<file path="config.mk">
export PLATFORM = sky130hd
export DESIGN_NAME = if_stage
export DESIGN_NICKNAME = d
export VERILOG_FILES = /design/src/rtl/if_stage_pkg.sv /design/src/rtl/if_stage_fetch_fifo.sv /design/src/rtl/if_stage.sv
export SDC_FILE = /design/constraint.sdc
export NUM_CORES = 1
export LEC_CHECK = 0
export ABC_CLOCK_PERIOD_IN_PS = 5400
export CORE_UTILIZATION = 33
export CTS_BUF_LIST = sky130_fd_sc_hd__clkbuf_8
export DETAILED_ROUTE_END_ITERATION = 16
export PLACE_DENSITY_LB_ADDON = 0.2
export SLEW_MARGIN = 20
export SYNTH_ARGS = -nofsm -noshare
export SYNTH_HDL_FRONTEND = slang
export SYNTH_SLANG_ARGS = --single-unit
</file>
<file path="constraint.sdc">
create_clock -name i_clk -period 5.4 [get_ports i_clk]
set_input_delay 1.08 -clock i_clk [delete_from_list [all_inputs] [get_ports i_clk]]
set_output_delay 1.08 -clock i_clk [all_outputs]
set_load 0.005 [all_outputs]
</file>
<file path="src/rtl/if_stage_pkg.sv">
// Shared pipeline definitions for the instruction-fetch stage and its fetch queue.
package if_stage_pkg;

    localparam logic [31:0] NOP_INST         = 32'h0000_0013;
    localparam logic [31:0] DEFAULT_RESET_PC = 32'h0000_0000;

    typedef struct packed {
        logic [31:0] pc;
        logic [31:0] inst;
    } fetch_entry_t;

endpackage

</file>
<file path="src/rtl/if_stage_fetch_fifo.sv">
// Small in-order queue of fetched {pc, inst} entries; head is visible without a read cycle.
module fetch_fifo
    import if_stage_pkg::*;
#(
    parameter int DEPTH = 2
) (
    input  logic                     i_clk,
    input  logic                     i_rst_n,
    input  logic                     i_push,
    input  fetch_entry_t             i_push_data,
    input  logic                     i_pop,
    input  logic                     i_flush,
    output fetch_entry_t             o_head,
    output logic                     o_full,
    output logic                     o_empty,
    output logic [$clog2(DEPTH):0]   o_count
);

    localparam int AW = $clog2(DEPTH);
    localparam int CW = AW + 1;

    fetch_entry_t    mem_q [DEPTH];
    logic [AW-1:0]   wr_ptr_q, wr_ptr_d;
    logic [AW-1:0]   rd_ptr_q, rd_ptr_d;
    logic [CW-1:0]   count_q, count_d;
    logic            do_pop;

    assign o_empty = (count_q == '0);
    assign o_full  = (count_q == CW'(DEPTH));
    assign o_count = count_q;
    assign o_head  = mem_q[rd_ptr_q];
    assign do_pop  = i_pop && !o_empty;

    always_comb begin
        wr_ptr_d = wr_ptr_q;
        rd_ptr_d = rd_ptr_q;
        count_d  = count_q;
        if (i_flush) begin
            wr_ptr_d = '0;
            rd_ptr_d = '0;
            count_d  = '0;
        end else begin
            if (i_push) wr_ptr_d = wr_ptr_q + AW'(1);
            if (do_pop) rd_ptr_d = rd_ptr_q + AW'(1);
            case ({i_push, do_pop})
                2'b10:   count_d = count_q + CW'(1);
                2'b01:   count_d = count_q - CW'(1);
                default: count_d = count_q;
            endcase
        end
    end

    always_ff @(posedge i_clk or negedge i_rst_n) begin
        if (!i_rst_n) begin
            wr_ptr_q <= '0;
            rd_ptr_q <= '0;
            count_q  <= '0;
        end else begin
            wr_ptr_q <= wr_ptr_d;
            rd_ptr_q <= rd_ptr_d;
            count_q  <= count_d;
        end
    end

    // Storage carries no reset; validity is tracked purely by count_q.
    always_ff @(posedge i_clk) begin
        if (i_push && !i_flush) mem_q[wr_ptr_q] <= i_push_data;
    end

endmodule

</file>
<file path="src/rtl/if_stage.sv">
// Instruction fetch: issues sequential word fetches, tracks outstanding responses,
// drops stale responses after a redirect and queues the rest for decode.
module if_stage
    import if_stage_pkg::*;
#(
    parameter logic [31:0] RESET_PC = DEFAULT_RESET_PC,
    parameter int          QDEPTH   = 2
) (
    input  logic        i_clk,
    input  logic        i_rst_n,
    output logic        o_imem_req_valid,
    output logic [31:0] o_imem_addr,
    input  logic        i_imem_req_ready,
    input  logic        i_imem_rsp_valid,
    input  logic [31:0] i_imem_rsp_data,
    input  logic        i_redirect,
    input  logic [31:0] i_redirect_pc,
    output logic        o_inst_valid,
    output logic [31:0] o_inst,
    output logic [31:0] o_pc,
    input  logic        i_inst_ready
);

    localparam int          CW       = $clog2(QDEPTH) + 1;
    localparam logic [CW:0] QDEPTH_W = (CW + 1)'(QDEPTH);
    localparam logic [31:0] PC_INIT  = RESET_PC & ~32'h3;

    logic [31:0]   pc_q, pc_d;
    logic [31:0]   rsp_pc_q, rsp_pc_d;
    logic [CW-1:0] in_flight_q, in_flight_d;
    logic [CW-1:0] drop_q, drop_d;
    logic [CW-1:0] occupancy;
    logic [CW:0]   outstanding;
    logic          req_accept;
    logic          push, pop, flush;
    logic          q_full, q_empty;
    fetch_entry_t  push_entry, head;

    // Credit uses only registered counts, so a pop never frees a slot in the same cycle.
    assign outstanding      = {1'b0, occupancy} + {1'b0, in_flight_q};
    assign o_imem_req_valid = i_rst_n && !i_redirect && (outstanding < QDEPTH_W);
    assign o_imem_addr      = pc_q;
    assign req_accept       = o_imem_req_valid && i_imem_req_ready;
    assign push_entry       = '{pc: rsp_pc_q, inst: i_imem_rsp_data};

    always_comb begin
        pc_d        = pc_q;
        rsp_pc_d    = rsp_pc_q;
        in_flight_d = in_flight_q;
        drop_d      = drop_q;
        push        = 1'b0;
        pop         = 1'b0;
        flush       = 1'b0;
        if (i_redirect) begin
            // Every response still owed after this cycle belongs to the old path.
            flush       = 1'b1;
            pc_d        = i_redirect_pc & ~32'h3;
            rsp_pc_d    = pc_d;
            in_flight_d = in_flight_q - CW'(i_imem_rsp_valid);
            drop_d      = in_flight_d;
        end else begin
            if (req_accept) pc_d = pc_q + 32'd4;
            pop = !q_empty && i_inst_ready;
            case ({req_accept, i_imem_rsp_valid})
                2'b10:   in_flight_d = in_flight_q + CW'(1);
                2'b01:   in_flight_d = in_flight_q - CW'(1);
                default: in_flight_d = in_flight_q;
            endcase
            if (i_imem_rsp_valid) begin
                if (drop_q != '0) begin
                    drop_d = drop_q - CW'(1);
                end else begin
                    push     = 1'b1;
                    rsp_pc_d = rsp_pc_q + 32'd4;
                end
            end
        end
    end

    always_ff @(posedge i_clk or negedge i_rst_n) begin
        if (!i_rst_n) begin
            pc_q        <= PC_INIT;
            rsp_pc_q    <= PC_INIT;
            in_flight_q <= '0;
            drop_q      <= '0;
        end else begin
            pc_q        <= pc_d;
            rsp_pc_q    <= rsp_pc_d;
            in_flight_q <= in_flight_d;
            drop_q      <= drop_d;
        end
    end

    fetch_fifo #(.DEPTH(QDEPTH)) u_fifo (
        .i_clk       (i_clk),
        .i_rst_n     (i_rst_n),
        .i_push      (push),
        .i_push_data (push_entry),
        .i_pop       (pop),
        .i_flush     (flush),
        .o_head      (head),
        .o_full      (q_full),
        .o_empty     (q_empty),
        .o_count     (occupancy)
    );

    assign o_inst_valid = !q_empty;
    assign o_inst       = q_empty ? NOP_INST : head.inst;
    assign o_pc         = q_empty ? 32'h0 : head.pc;

    a_no_overflow: assert property (@(posedge i_clk) disable iff (!i_rst_n) !(push && q_full));

endmodule

</file>
==> flow_summary.html <==
<table>
<tr><th>Metric</th><th>Value</th></tr>
<tr><th colspan="2">Power and ir drop</th></tr>
<tr><td>Net Sw Frac</td><td>0.286</td></tr>
<tr><td>Cell area power density</td><td>355 mW/mm^2</td></tr>
<tr><td>Share of power burned in the clock network</td><td>0.258</td></tr>
<tr><td>Internal power consumption</td><td>2770 uW</td></tr>
<tr><td>Worst ir drop on vdd</td><td>0.160 mV</td></tr>
<tr><td>Total net switching power</td><td>1110 uW</td></tr>
<tr><td>Share of power burned in registers</td><td>0.484</td></tr>
<tr><td>Leak Pwr</td><td>0.00374 uW</td></tr>
<tr><td>Portion of total power attributed to combinational logic</td><td>0.258</td></tr>
<tr><th colspan="2">CTS</th></tr>
<tr><td>Master cell of the clock root buffer</td><td>sky130_fd_sc_hd__clkbuf_8</td></tr>
<tr><td>Total number of H-tree levels</td><td>4</td></tr>
<tr><td>Worst skew pair latency</td><td>0.47 ns</td></tr>
<tr><td>Clock buffer depth</td><td>2</td></tr>
<tr><td>Hold buffer count at CTS</td><td>0</td></tr>
<tr><td>Post-CTS sizing</td><td>0</td></tr>
<tr><td>Postcts setup bufs</td><td>0</td></tr>
<tr><td>TritonCTS clock tree</td><td>yes</td></tr>
<tr><td>Clock-pin slew reported for the worst setup and hold paths after clock tree synthesis</td><td>0.09 ns</td></tr>
<tr><td>Num CTS Buffers</td><td>17</td></tr>
<tr><td>Num Clock Sinks</td><td>192</td></tr>
<tr><th colspan="2">Timing</th></tr>
<tr><td>Final setup violation count</td><td>0</td></tr>
<tr><td>Final Hold Viols</td><td>0</td></tr>
<tr><td>Top achievable clock speed</td><td>260 MHz</td></tr>
<tr><td>Setup TNS</td><td>0 ns</td></tr>
<tr><td>Crit path time final</td><td>3.84 ns</td></tr>
<tr><td>Setup repair after global routing missed its margin</td><td>false</td></tr>
<tr><td>Worst slack on hold paths</td><td>0.515 ns</td></tr>
<tr><td>Slew at the pin with the worst max-slew slack</td><td>1.17 ns</td></tr>
<tr><td>Slew Limit Headroom</td><td>0.215</td></tr>
<tr><td>Fin Clk Skew</td><td>0.0188 ns</td></tr>
<tr><td>Max-slew violations</td><td>0</td></tr>
<tr><td>Final worst path period share</td><td>0.711</td></tr>
<tr><td>Final critical-path setup slack</td><td>1.56 ns</td></tr>
<tr><th colspan="2">Critical path</th></tr>
<tr><td>Critical path buffer and inverter count</td><td>2</td></tr>
<tr><td>Cells along the critical path</td><td>and2_1 &gt; fa_1 &gt; or4b_4 &gt; inv_1 &gt; clkdlybuf4s50_1</td></tr>
<tr><td>Worst Reg-to-Reg Cells</td><td>7</td></tr>
<tr><td>Type of element launching the critical path</td><td>flip-flop</td></tr>
<tr><td>Slack of the worst reg-to-reg path</td><td>2.20 ns</td></tr>
<tr><td>Source of the worst register-to-register timing path</td><td>u_fifo.o_count[0]$_DFFE_PN0P_</td></tr>
<tr><td>Type of the worst setup path</td><td>reg -&gt; out</td></tr>
<tr><td>CP max stage delay</td><td>0.56 ns</td></tr>
<tr><td>Library cell contributing the largest single delay on the critical path</td><td>sky130_fd_sc_hd__or4b_4</td></tr>
<tr><td>Worst R2R End</td><td>o_imem_addr[16]$_DFFE_PN0P_</td></tr>
<tr><td>Crit path DAT</td><td>2.76 ns</td></tr>
<tr><td>Maximum fanout encountered on the critical timing path</td><td>5</td></tr>
<tr><td>Required time of the critical path</td><td>4.32 ns</td></tr>
<tr><td>Kind of cell adding the most delay to the critical path</td><td>simple AND/OR/NAND/NOR gates</td></tr>
<tr><td>Kind of end point of the critical path</td><td>output pin</td></tr>
<tr><th colspan="2">Worst hold path</th></tr>
<tr><td>Min-Delay Path Depth</td><td>0</td></tr>
<tr><td>Hold Crit Endpoint</td><td>u_fifo.mem_q[1][63]$_DFFE_PP_</td></tr>
<tr><td>Class of the worst hold path</td><td>reg -&gt; reg</td></tr>
<tr><td>Hold Crit Start</td><td>rsp_pc_q[31]$_DFFE_PN0P_</td></tr>
<tr><th colspan="2">GRT</th></tr>
<tr><td>Global-route total usage across every layer</td><td>0.154</td></tr>
<tr><td>Global-route wire length before repair</td><td>30.8 mm</td></tr>
<tr><td>Vias in the first global route</td><td>5451</td></tr>
<tr><td>Maximum number of pins on one net before global-route repair</td><td>63</td></tr>
<tr><td>Leftover overflow at the end of global routing</td><td>0</td></tr>
<tr><td>Initial antenna violation count</td><td>0</td></tr>
<tr><th colspan="2">Logic synthesis</th></tr>
<tr><td>Post-synthesis sequential area ratio</td><td>0.640</td></tr>
<tr><td>Cell area after synthesis</td><td>0.00848 sq mm</td></tr>
<tr><td>Post-synthesis instance total</td><td>677</td></tr>
<tr><td>Flip-flop cell with the highest count after synthesis</td><td>sky130_fd_sc_hd__edfxtp_1</td></tr>
<tr><td>Synth Warn #</td><td>0</td></tr>
<tr><td>Synthesized area per cell</td><td>12.5 sq um</td></tr>
<tr><td>Post-synth EDFFs</td><td>124</td></tr>
<tr><td>Number of flip-flops and latches in the synthesized netlist</td><td>192</td></tr>
<tr><td>Unique cell type count in the Yosys netlist</td><td>50</td></tr>
<tr><td>Share of async-settable or async-resettable flops after synthesis</td><td>0.354</td></tr>
<tr><th colspan="2">Finish</th></tr>
<tr><td>Commonest non-fill, non-tap cell in the layout</td><td>sky130_fd_sc_hd__clkdlybuf4s50_1</td></tr>
<tr><td>Multi-input gate area</td><td>0.00289 sq mm</td></tr>
<tr><td>Area overhead of the layout relative to synthesis</td><td>28.6%</td></tr>
<tr><td>Fraction of the core area covered by cells at the end of the flow</td><td>0.433</td></tr>
<tr><td>Fillcell total</td><td>2327</td></tr>
<tr><td>Number of antenna diodes</td><td>0</td></tr>
<tr><td>NumNets Final</td><td>913</td></tr>
<tr><td>Final std cell area, no fill</td><td>0.0109 sq mm</td></tr>
<tr><td>Commonest non-fill, non-tap cells in the layout</td><td>sky130_fd_sc_hd__clkdlybuf4s50_1 (159), sky130_fd_sc_hd__edfxtp_1 (124), sky130_fd_sc_hd__nor2_1 (81), sky130_fd_sc_hd__dfrtp_1 (67), sky130_fd_sc_hd__mux2i_1 (63)</td></tr>
<tr><td>Layout cells sized above 1</td><td>0.0776</td></tr>
<tr><td>Seq. cell area</td><td>0.00543 sq mm</td></tr>
<tr><th colspan="2">Placed design</th></tr>
<tr><td>Count of buffers from port buffering</td><td>161</td></tr>
<tr><td>GP Congestion</td><td>0.809</td></tr>
<tr><td>Cell area after placement</td><td>0.0105 sq mm</td></tr>
<tr><td>Estimated wirelength of the detail-placed design</td><td>13.6 mm</td></tr>
<tr><td>Worst setup timing slack at the placement stage</td><td>1.85 ns</td></tr>
<tr><th colspan="2">Route</th></tr>
<tr><td>Router iterations before antenna repair</td><td>4</td></tr>
<tr><td>Mean number of vias per cell</td><td>4.92</td></tr>
<tr><td>DRT iter0 DRCs</td><td>316</td></tr>
<tr><td>Final wirelength</td><td>19.8 mm</td></tr>
<tr><td>Routed WL per cell</td><td>16.7 um</td></tr>
<tr><td>Total DRC errors in the routed layout</td><td>0</td></tr>
<tr><td>Number of nets still failing antenna checks after routing</td><td>0</td></tr>
<tr><td>Vias after detailed routing</td><td>5812</td></tr>
<tr><th colspan="2">Floorplanning</th></tr>
<tr><td>Die area</td><td>0.0263 sq mm</td></tr>
<tr><td>Effective utilization at floorplan</td><td>0.337</td></tr>
<tr><td>Die height</td><td>162 um</td></tr>
<tr><td>Row count</td><td>58</td></tr>
<tr><td>Ports placed on the boundary</td><td>168</td></tr>
<tr><td>Die Wd</td><td>162 um</td></tr>
<tr><td>Core area</td><td>0.0252 sq mm</td></tr>
<tr><th colspan="2">Status</th></tr>
<tr><td>Result of the run</td><td>complete, no violations</td></tr>
<tr><th colspan="2">Run</th></tr>
<tr><td>Max_cap viols</td><td>0</td></tr>
</table>
==> how the worst max path moves through the flow <==
stage	from	endpoint	slack, ns	depth (start not counted)
after global routing	u_fifo.rd_ptr_q$_DFFE_PN0P_	o_inst[31]	1.41	4
after floorplan	i_redirect	u_fifo.mem_q[0][0]$_DFFE_PP_	0.80	4
after detailed placement	i_imem_rsp_valid	rsp_pc_q[26]$_DFFE_PN0P_	1.85	6
final	u_fifo.o_count[0]$_DFFE_PN0P_	o_imem_req_valid	1.56	5
after global placement	i_imem_rsp_valid	rsp_pc_q[31]$_DFFE_PN0P_	1.81	6
after CTS	u_fifo.o_count[0]$_DFFE_PN0P_	o_imem_req_valid	1.51	5
==> power by group through the flow <==
| stage | Clock, uW | Sequential, uW | Combinational (uW) |
|---|---|---|---|
| final | 1000 | 1870 | 999 |
| after global routing | 1080 | 1900 | 1100 |
| after CTS | 1030 | 1880 | 1020 |
| after detailed placement | 0 | 1910 | 1020 |
| after global placement | 0 | 1910 | 1010 |
| after floorplan | 0 | 1830 | 528 |
==> per-layer routing <==
metal,share of wire,up-vias,track usage
li1,-,2804,-
met1,0.50,2764,0.229
met2,0.42,227,0.220
met3,0.066,17,0.0340
met4,0.015,0,0.0502
met5,0,-,0
==> registers in the layout, summed over array words and instances (netlist names) <==
name and cells:
o_imem_addr 30, rsp_pc_q 30, u_fifo.o_count 2, drop_q 2
u_fifo.mem_q 124, in_flight_q 2, u_fifo.rd_ptr_q 1, u_fifo.wr_ptr_q 1
==> kinds of logic (layout without fill, tap and decap cells) <==
family	after synthesis	count (layout)	synth area share
buffers and inverters	48	219	0.0235
xor gates and xnor gates	45	45	0.0465
adders and majority gates	5	5	0.00826
DFF	192	192	0.640
other	1	4	0.000442
and+or+nand+nor	237	237	0.135
muxes	75	75	0.0903
AOI/OAI and AO/OA	74	74	0.0568
==> Yosys cell counts (all sizes together), types with 8 or more instances <==
cell      n  area, sq um
nor2     82          308
nor3      8         40.0
nand4    24          156
nor4     10         75.1
edfxtp  124         3720
xor2     23          201
o21ai    32          160
clkbuf   22         82.6
buf      12         63.8
nand3    37          185
mux2     12          135
xnor2    22          193
mux2i    63          631
inv      14         52.6
a21oi     8         40.0
dfrtp    68         1700
nand2    48          180
and3      8         50.1
==> final cells by class <==
| class | instances | share of cell area |
|---|---|---|
| timing repair buffer | 173 | 0.155 |
| inverter | 14 | 0.00482 |
| clock inverter | 15 | 0.0179 |
| tap | 330 | 0.0379 |
| clock buffer | 17 | 0.0215 |
| multi-input combinational | 440 | 0.265 |
| sequential | 192 | 0.498 |
==> per-stage QoR <==
stage | power [uW] | cells
after floorplan | 2360 | 680
after detailed placement | 2920 | 1149
after global placement | 2920 | 1149
after CTS | 3930 | 1181
after global routing | 4080 | 1181
final | 3870 | 1181
Power figures use the tool's default switching activity.
